--- config.mk ---
export PLATFORM = sky130hd
export DESIGN_NAME = hex_display_scanner
export DESIGN_NICKNAME = d
export VERILOG_FILES = /design/src/rtl/hex_display_pkg.sv /design/src/rtl/tick_divider.sv /design/src/rtl/hex_display_scanner.sv
export SDC_FILE = /design/constraint.sdc
export NUM_CORES = 1
export LEC_CHECK = 0
export CELL_PAD_IN_SITES_DETAIL_PLACEMENT = 1
export CELL_PAD_IN_SITES_GLOBAL_PLACEMENT = 2
export CORE_MARGIN = 4
export CORE_UTILIZATION = 41
export DETAILED_ROUTE_END_ITERATION = 6
export GPL_TIMING_DRIVEN = 1
export PLACE_DENSITY = 0.84
export SETUP_SLACK_MARGIN = 0.5
export SLEW_MARGIN = 20
export SYNTH_ARGS = -nofsm -noshare
export SYNTH_HDL_FRONTEND = slang
export SYNTH_SLANG_ARGS = --single-unit
--- constraint.sdc ---
create_clock -name clk -period 3.73 [get_ports clk]
set_input_delay 0.746 -clock clk [delete_from_list [all_inputs] [get_ports clk]]
set_output_delay 0.746 -clock clk [all_outputs]
set_load 0.02 [all_outputs]
--- src/rtl/hex_display_pkg.sv ---
// hex_display_pkg
//   Shared definitions for the four-digit hex display scanner.
//   NUM_DIGITS   : number of multiplexed digits in one frame
//   digit_idx_t  : index of the digit currently being driven
//   ANODES_OFF   : active-low anode pattern with every digit dark
//   digit_of()   : extracts one hex nibble from a 16-bit display word
package hex_display_pkg;

  localparam int NUM_DIGITS = 4;

  typedef logic [1:0] digit_idx_t;

  localparam logic [3:0] ANODES_OFF = 4'b1111;

  function automatic logic [3:0] digit_of(input logic [15:0] word, input digit_idx_t i);
    return word[4*i +: 4];
  endfunction

endpackage

--- src/rtl/tick_divider.sv ---
// tick_divider
//   Free-running prescaler that counts 0..DIV-1 and wraps. tick is high
//   for the single cycle in which the count sits at DIV-1.
//   Ports:
//     clk   : clock, rising edge
//     reset : asynchronous active-high reset, clears the count
//     tick  : one-cycle strobe every DIV cycles
module tick_divider #(
  parameter int DIV = 50000
) (
  input  logic clk,
  input  logic reset,
  output logic tick
);

  localparam int CW = (DIV > 1) ? $clog2(DIV) : 1;
  localparam logic [CW-1:0] LAST = CW'(DIV - 1);

  logic [CW-1:0] count;

  assign tick = (count == LAST);

  always_ff @(posedge clk or posedge reset) begin
    if (reset) begin
      count <= '0;
    end else if (tick) begin
      count <= '0;
    end else begin
      count <= count + 1'b1;
    end
  end

endmodule

--- src/rtl/hex_display_scanner.sv ---
// hex_display_scanner
//   Time-multiplexes a 16-bit value onto four hex digits. Each digit is
//   driven for REFRESH_DIV cycles. New values are captured by load into a
//   pending buffer and only moved into the displayed (shadow) word at the
//   end of a frame, so a frame never shows a mix of old and new digits.
//   Ports:
//     clk        : clock, rising edge
//     reset      : asynchronous active-high reset
//     value      : 16-bit word to display, digit 0 = value[3:0]
//     load       : one-cycle strobe capturing value
//     lzb_en     : leading-zero blanking enable
//     nibble     : hex code of the current digit for the 7-segment decoder
//     anodes     : active-low digit enables, one-hot-low or all high
//     blank      : current digit is suppressed
//     frame_done : one-cycle pulse as the scan returns to digit 0
module hex_display_scanner
  import hex_display_pkg::*;
#(
  parameter int REFRESH_DIV = 50000
) (
  input  logic        clk,
  input  logic        reset,
  input  logic [15:0] value,
  input  logic        load,
  input  logic        lzb_en,
  output logic [3:0]  nibble,
  output logic [3:0]  anodes,
  output logic        blank,
  output logic        frame_done
);

  localparam digit_idx_t LAST_IDX = digit_idx_t'(NUM_DIGITS - 1);

  logic        tick;
  digit_idx_t  idx;
  logic [15:0] shadow;
  logic [15:0] pending_data;
  logic        pending_flag;
  logic        lzb_q;
  logic        commit;
  logic        upper_zero;

  tick_divider #(
    .DIV (REFRESH_DIV)
  ) u_tick_divider (
    .clk   (clk),
    .reset (reset),
    .tick  (tick)
  );

  // The frame boundary is the tick that moves the scan from the last digit
  // back to digit 0; this is the only moment the displayed word may change.
  assign commit = tick && (idx == LAST_IDX);

  always_ff @(posedge clk or posedge reset) begin
    if (reset) begin
      idx <= '0;
    end else if (tick) begin
      idx <= idx + 1'b1;
    end
  end

  always_ff @(posedge clk or posedge reset) begin
    if (reset) begin
      frame_done <= 1'b0;
    end else begin
      frame_done <= commit;
    end
  end

  // A load landing exactly on the commit cycle bypasses the pending buffer
  // and goes straight to the shadow word, leaving nothing pending.
  always_ff @(posedge clk or posedge reset) begin
    if (reset) begin
      shadow       <= '0;
      pending_data <= '0;
      pending_flag <= 1'b0;
    end else if (commit) begin
      if (load) begin
        shadow <= value;
      end else if (pending_flag) begin
        shadow <= pending_data;
      end
      pending_flag <= 1'b0;
    end else if (load) begin
      pending_data <= value;
      pending_flag <= 1'b1;
    end
  end

  always_ff @(posedge clk or posedge reset) begin
    if (reset) begin
      lzb_q <= 1'b0;
    end else begin
      lzb_q <= lzb_en;
    end
  end

  // A digit is a leading zero when it and every more significant digit are
  // zero; digit 0 always stays lit so a zero value still shows "0".
  always_comb begin
    upper_zero = 1'b0;
    case (idx)
      2'd1:    upper_zero = (shadow[15:4] == 12'h000);
      2'd2:    upper_zero = (shadow[15:8] == 8'h00);
      2'd3:    upper_zero = (shadow[15:12] == 4'h0);
      default: upper_zero = 1'b0;
    endcase
  end

  always_comb begin
    nibble = digit_of(shadow, idx);
    blank  = lzb_q && upper_zero;
    anodes = blank ? ANODES_OFF : ~(4'b0001 << idx);
  end

endmodule
== Yosys cells after proc, flatten, opt, wreduce, memory -nomap -nowiden ==
Cells that the tools add are included.
Widths: inputs -> output; s select.

* Register bits after elaboration: 53

* Add/sub/neg operators: 2
* Eq/ne operators: 4
* Shifts and indexed selects: 2
* Muxes and demuxes: 7
* Bitwise logic cells: 2
* Reductions and logical operators: 9

{| class="wikitable"
|+ Operators by type and width
! operator !! number
|-
| $mux 16 || 3
|-
| $add 16x1->16 const B || 1
|-
| $eq 16x16->1 const B || 1
|-
| $shiftx 16x5->4 || 1
|-
| $logic_not 12->1 || 1
|-
| $logic_not 8->1 || 1
|-
| $eq 2x2->1 const B || 2
|-
| $logic_not 4->1 || 1
|-
| $mux 4 || 1
|-
| $not 4->4 || 1
|-
| $reduce_and 2->1 || 2
|-
| $reduce_bool 2->1 || 2
|-
| $shl 1x2->4 const A || 1
|-
| $pmux 1 s3 || 1
|-
| $add 2x1->2 const B || 1
|-
| $eq 2x1->1 const B || 1
|-
| $logic_and 1x1->1 || 2
|-
| $mux 1 || 2
|-
| $not 1->1 || 1
|}

== Longest topological paths before layout ==
* Depth after elaboration: 4
* Depth in mapped cells: 7

== Cells and area by module ==
Synthesis repeated with hierarchy kept, for this count alone.

* Cell total of the unflattened synthesis: 210
* Area, all modules: 2,548.7 sq um

{| class="wikitable"
|+ Modules (own cells, without submodules)
! module !! instances !! cells each !! area each (sq um) !! seq. area each (sq um)
|-
| hex_display_scanner || 1 || 142 || 1,791.7 || 925.9
|-
| tick_divider || 1 || 68 || 757.0 || 400.4
|}

== Worst setup path after synthesis ==
Ideal clock, no wire load.

* Kind: in2reg
* From: input load
* To: register shadow[0]
* Data arrival time: 2.358 ns
* Setup slack: 1.248 ns
* Cell stages on the path: 6
* Path buffers: 2
* Cell sequence: clkbuf_1 nor2_1 or3_1 nor3_2 buf_6 mux2_2

* Cells in the longest elaborated chain, start to end: 2
* Elaborated cells between the ends (all ways): 3

{| class="wikitable"
|+ RTL lines
! item !! line !! text
|-
| from (decl) || hex_display_scanner.sv:24 || <nowiki>input logic load,</nowiki>
|-
| $reduce_bool 2->1 (no line) || -- ||
|-
| $reduce_and 2->1 (no line) || -- ||
|-
| to (signal assigned) || hex_display_scanner.sv:80 || <nowiki>shadow <= value;</nowiki>
|-
| to (signal assigned) || hex_display_scanner.sv:82 || <nowiki>shadow <= pending_data;</nowiki>
|-
| to (decl) || hex_display_scanner.sv:36 || <nowiki>logic [15:0] shadow;</nowiki>
|}

Parallel ways exist; a longest one is shown, timed or not.
A chain may end at the register's enable or synchronous reset.

== Worst setup path after layout ==
* From: register shadow[15]
* To: output blank

* Cells in the longest elaborated chain, start to end: 3
* Elaborated cells between the ends (all ways): 5

{| class="wikitable"
|+ RTL lines
! item !! line !! text
|-
| $logic_not 12->1, or another cell as far along || hex_display_scanner.sv:104 || <nowiki>2'd1: upper_zero = (shadow[15:4] == 12'h000);</nowiki>
|-
| $pmux 1 s3 (*) || hex_display_scanner.sv:103 || <nowiki>case (idx)</nowiki>
|-
| $logic_and 1x1->1 (*) || hex_display_scanner.sv:113 || <nowiki>blank = lzb_q && upper_zero;</nowiki>
|-
| to (decl) || hex_display_scanner.sv:28 || <nowiki>output logic blank,</nowiki>
|}

Mark *: on every way between the ends. The rest lies on a longest branch, timed or not.

==> impl_metrics.yaml <==
status:
  status: "complete, no violations"
clocking:
  ctsHtreeMaxLevel: 2
  clk_pin_slew_ps: 100
  clk_latency_ps: 310
  clock-root-buffer: "clkbuf_8"
  cts_tree: "yes"
  clock-sinks: 53
  ctsHoldBuffers: 0
  cts_made_buffers: 5
  clock_path_buffers: 2
worst_setup_path:
  ff2ff_path_depth: 6
  slowest_stage: "or4_1"
  timing.rr.end: "pending_data[1]"
  arrival_ps: 2340
  reg2reg_setup_slack_ps: 820
  path_class: "flop to primary output"
  critPathRequiredTime_ps: 2980
  max_stage_delay_ps: 590
  end_kind: "primary output"
  crit_chain: "or4_1 -> nor3_1 -> a21oi_1 -> inv_1 -> clkdlybuf4s50_1"
  path_max_fanout: 3
  rr_startpoint: "u_tick_divider.count[0]"
  worst_setup_path_start_kind: "flop"
routing:
  totalWireLength_um: 5160
  drt_iter0_drc: 52
  drt_pass1_iterations: 4
  route.detailed.drc: 0
  viasPerCell: 5.25
  ant_nets: 0
  wl_per_cell_um: 16.7
  vias: 1622
synthesis:
  synthCells: 199
  async_flop_share: 1.00
  avgSynthCellArea_um2: 13.1
  synth_flop_cell: "dfrtp_1"
  ys_warn_count: 0
  synth_area_leaders: "dfrtp_1 51%, mux2_2 21%, mux4_2 3.5%"
  ys_ff_latch: 53
  syn_area_mm2: 0.00260
  synth.most_common_cell: "dfrtp_1"
  syn-num-nets: 225
  synth_top_area_frac: 0.510
  synth_edf_count: 0
  synth_cell_types: 31
  synth_top_area_cell: "dfrtp_1"
  netlist_top_cells_count: "53 x dfrtp_1, 49 x mux2_2, 11 x nor2_1, 8 x inv_1"
  ys_seq_area_frac: 0.510
floorplan:
  die-area_mm2: 0.00768
  ios: 30
  num_rows: 28
  die_w_um: 87.6
  core_area_mm2: 0.00603
  die_h_um: 87.6
  start_util: 0.431
grt:
  grt_pass1_vias: 1713
  antenna_found_initial: 0
  grt_max_degree: 38
  grtUsageTotal: 0.149
  grt_pass1_wl_um: 8890
  overflow: 0
power_and_ir_drop:
  p_clk_frac: 0.309
  power_density_mw_per_mm2: 336
  intPower_uw: 793
  p_comb_frac: 0.099
  power_mw: 1.03
  p_switching_uw: 239
  vdd_drop_max_uv: 288
  seqPwrFrac: 0.592
  p_sw_frac: 0.232
  leakage_nw: 1.29
worst_hold_path:
  min-delay-start: "pending_flag"
  min_path_cells: 2
  min_to: "pending_flag"
  hold_path_class: "flop to flop"
cells_and_area:
  nFillCells: 635
  multi_input_area_mm2: 0.00119
  syn2layout_area_growth_pct: 18.1
  final-seq-area_mm2: 0.00133
  finalNetCount: 259
  drive_gt1_frac: 0.316
  n_antenna_cell: 0
flow_run:
  cap_viol_max_count: 0
sta:
  setup_violations: 0
  finalHoldViolations: 0
  tns_ps: 0
  post-route-period-util: 0.829
  timing.hold.ws_ps: 506
  fmax_mhz: 324
  tightest_slew_ps: 633
  final.setup_skew_ps: 8.88
  drv_slew: 0
  slew_headroom: 0.577
  layout_min_cycle_time_ps: 3090
  rsz0062_at_grt: "no"
place:
  portBuffers: 29
  dpl.hpwl_um: 3790
  place.gp.congestion: 0.724
-- repair_timing --
action / CTS / global route
setup buffers: 0 / 1
setup endpoints to repair: 0 / 3
resized for setup: 0 / 4
-- placed cells by master, fill, tap and decap left out, types with 6 or more instances in the layout --
cell / count
clkdlybuf4s50_1: 27
nand2_1: 7
inv_1: 7
mux2_2: 49
xor2_1: 7
xnor2_1: 7
nor2_1: 11
nand3_1: 7
ha_1: 6
dfrtp_1: 51
buf_4: 6
-- flip-flops by register name, indices dropped and copies added, names as in the netlist --
signal                count
u_tick_divider.count     16
lzb_q                     1
shadow                   16
idx                       2
pending_data             16
frame_done                1
pending_flag              1
-- power by group through the flow --
stage,Clock [mW],Combinational [mW],Sequential [mW]
floorplan,0,0.0649,0.618
finish,0.319,0.103,0.611
global route,0.359,0.113,0.615
detailed placement,0,0.105,0.623
CTS,0.338,0.105,0.612
global placement,0,0.103,0.622
-- area by class of cell --
cell class	count	area share
inverter	8	0.00978
timing repair buffer	35	0.111
clock inverter	2	0.00489
tap	75	0.0305
sequential	53	0.433
multi-input combinational	130	0.388
clock buffer	6	0.0236
-- logic make-up (layout without fill, tap and decap cells) --
logic type	after synthesis	after routing	share of synthesized area
simple gates	51	51	0.111
fa+ha+maj	6	6	0.0289
flops	53	53	0.510
mux	54	54	0.251
xor+xnor	14	14	0.0472
buf+inv	16	51	0.0318
compound gates	5	5	0.0207
-- through the flow --
step / setup slack (ps) / util / instances / instance area, um^2
after floorplan: 1250 / - / 199 / 2600
after global placement: 863 / 0.493 / 300 / 2970
after detailed placement: 813 / 0.493 / 300 / 2970
after CTS: 507 / 0.507 / 308 / 3060
after global routing: 535 / 0.510 / 309 / 3070
final: 639 / 0.510 / 309 / 3070
-- metal layers --
layer,vias up,track usage,part of all wire
li1,777,-,-
met1,815,0.222,0.51
met2,24,0.219,0.43
met3,6,0.0357,0.041
met4,0,0.0377,0.010
met5,-,0,0
-- worst max-delay path, delay by kind of cell (launching register included) --
kind,cells,cell delay [ps]
buf+inv,2,650
flops,1,410
compound gates,1,140
simple gates,2,830
-- worst max path at each step --
stage	from	cells after the start	end
after global routing	shadow[15]	5	blank
after floorplan	load	6	shadow[0]
final	shadow[15]	5	blank
after CTS	idx[0]	7	anodes[2]
after global placement	u_tick_divider.count[0]	6	pending_data[10]
after detailed placement	u_tick_divider.count[0]	6	pending_data[1]
Note: power is estimated with default switching activity, not from simulation.
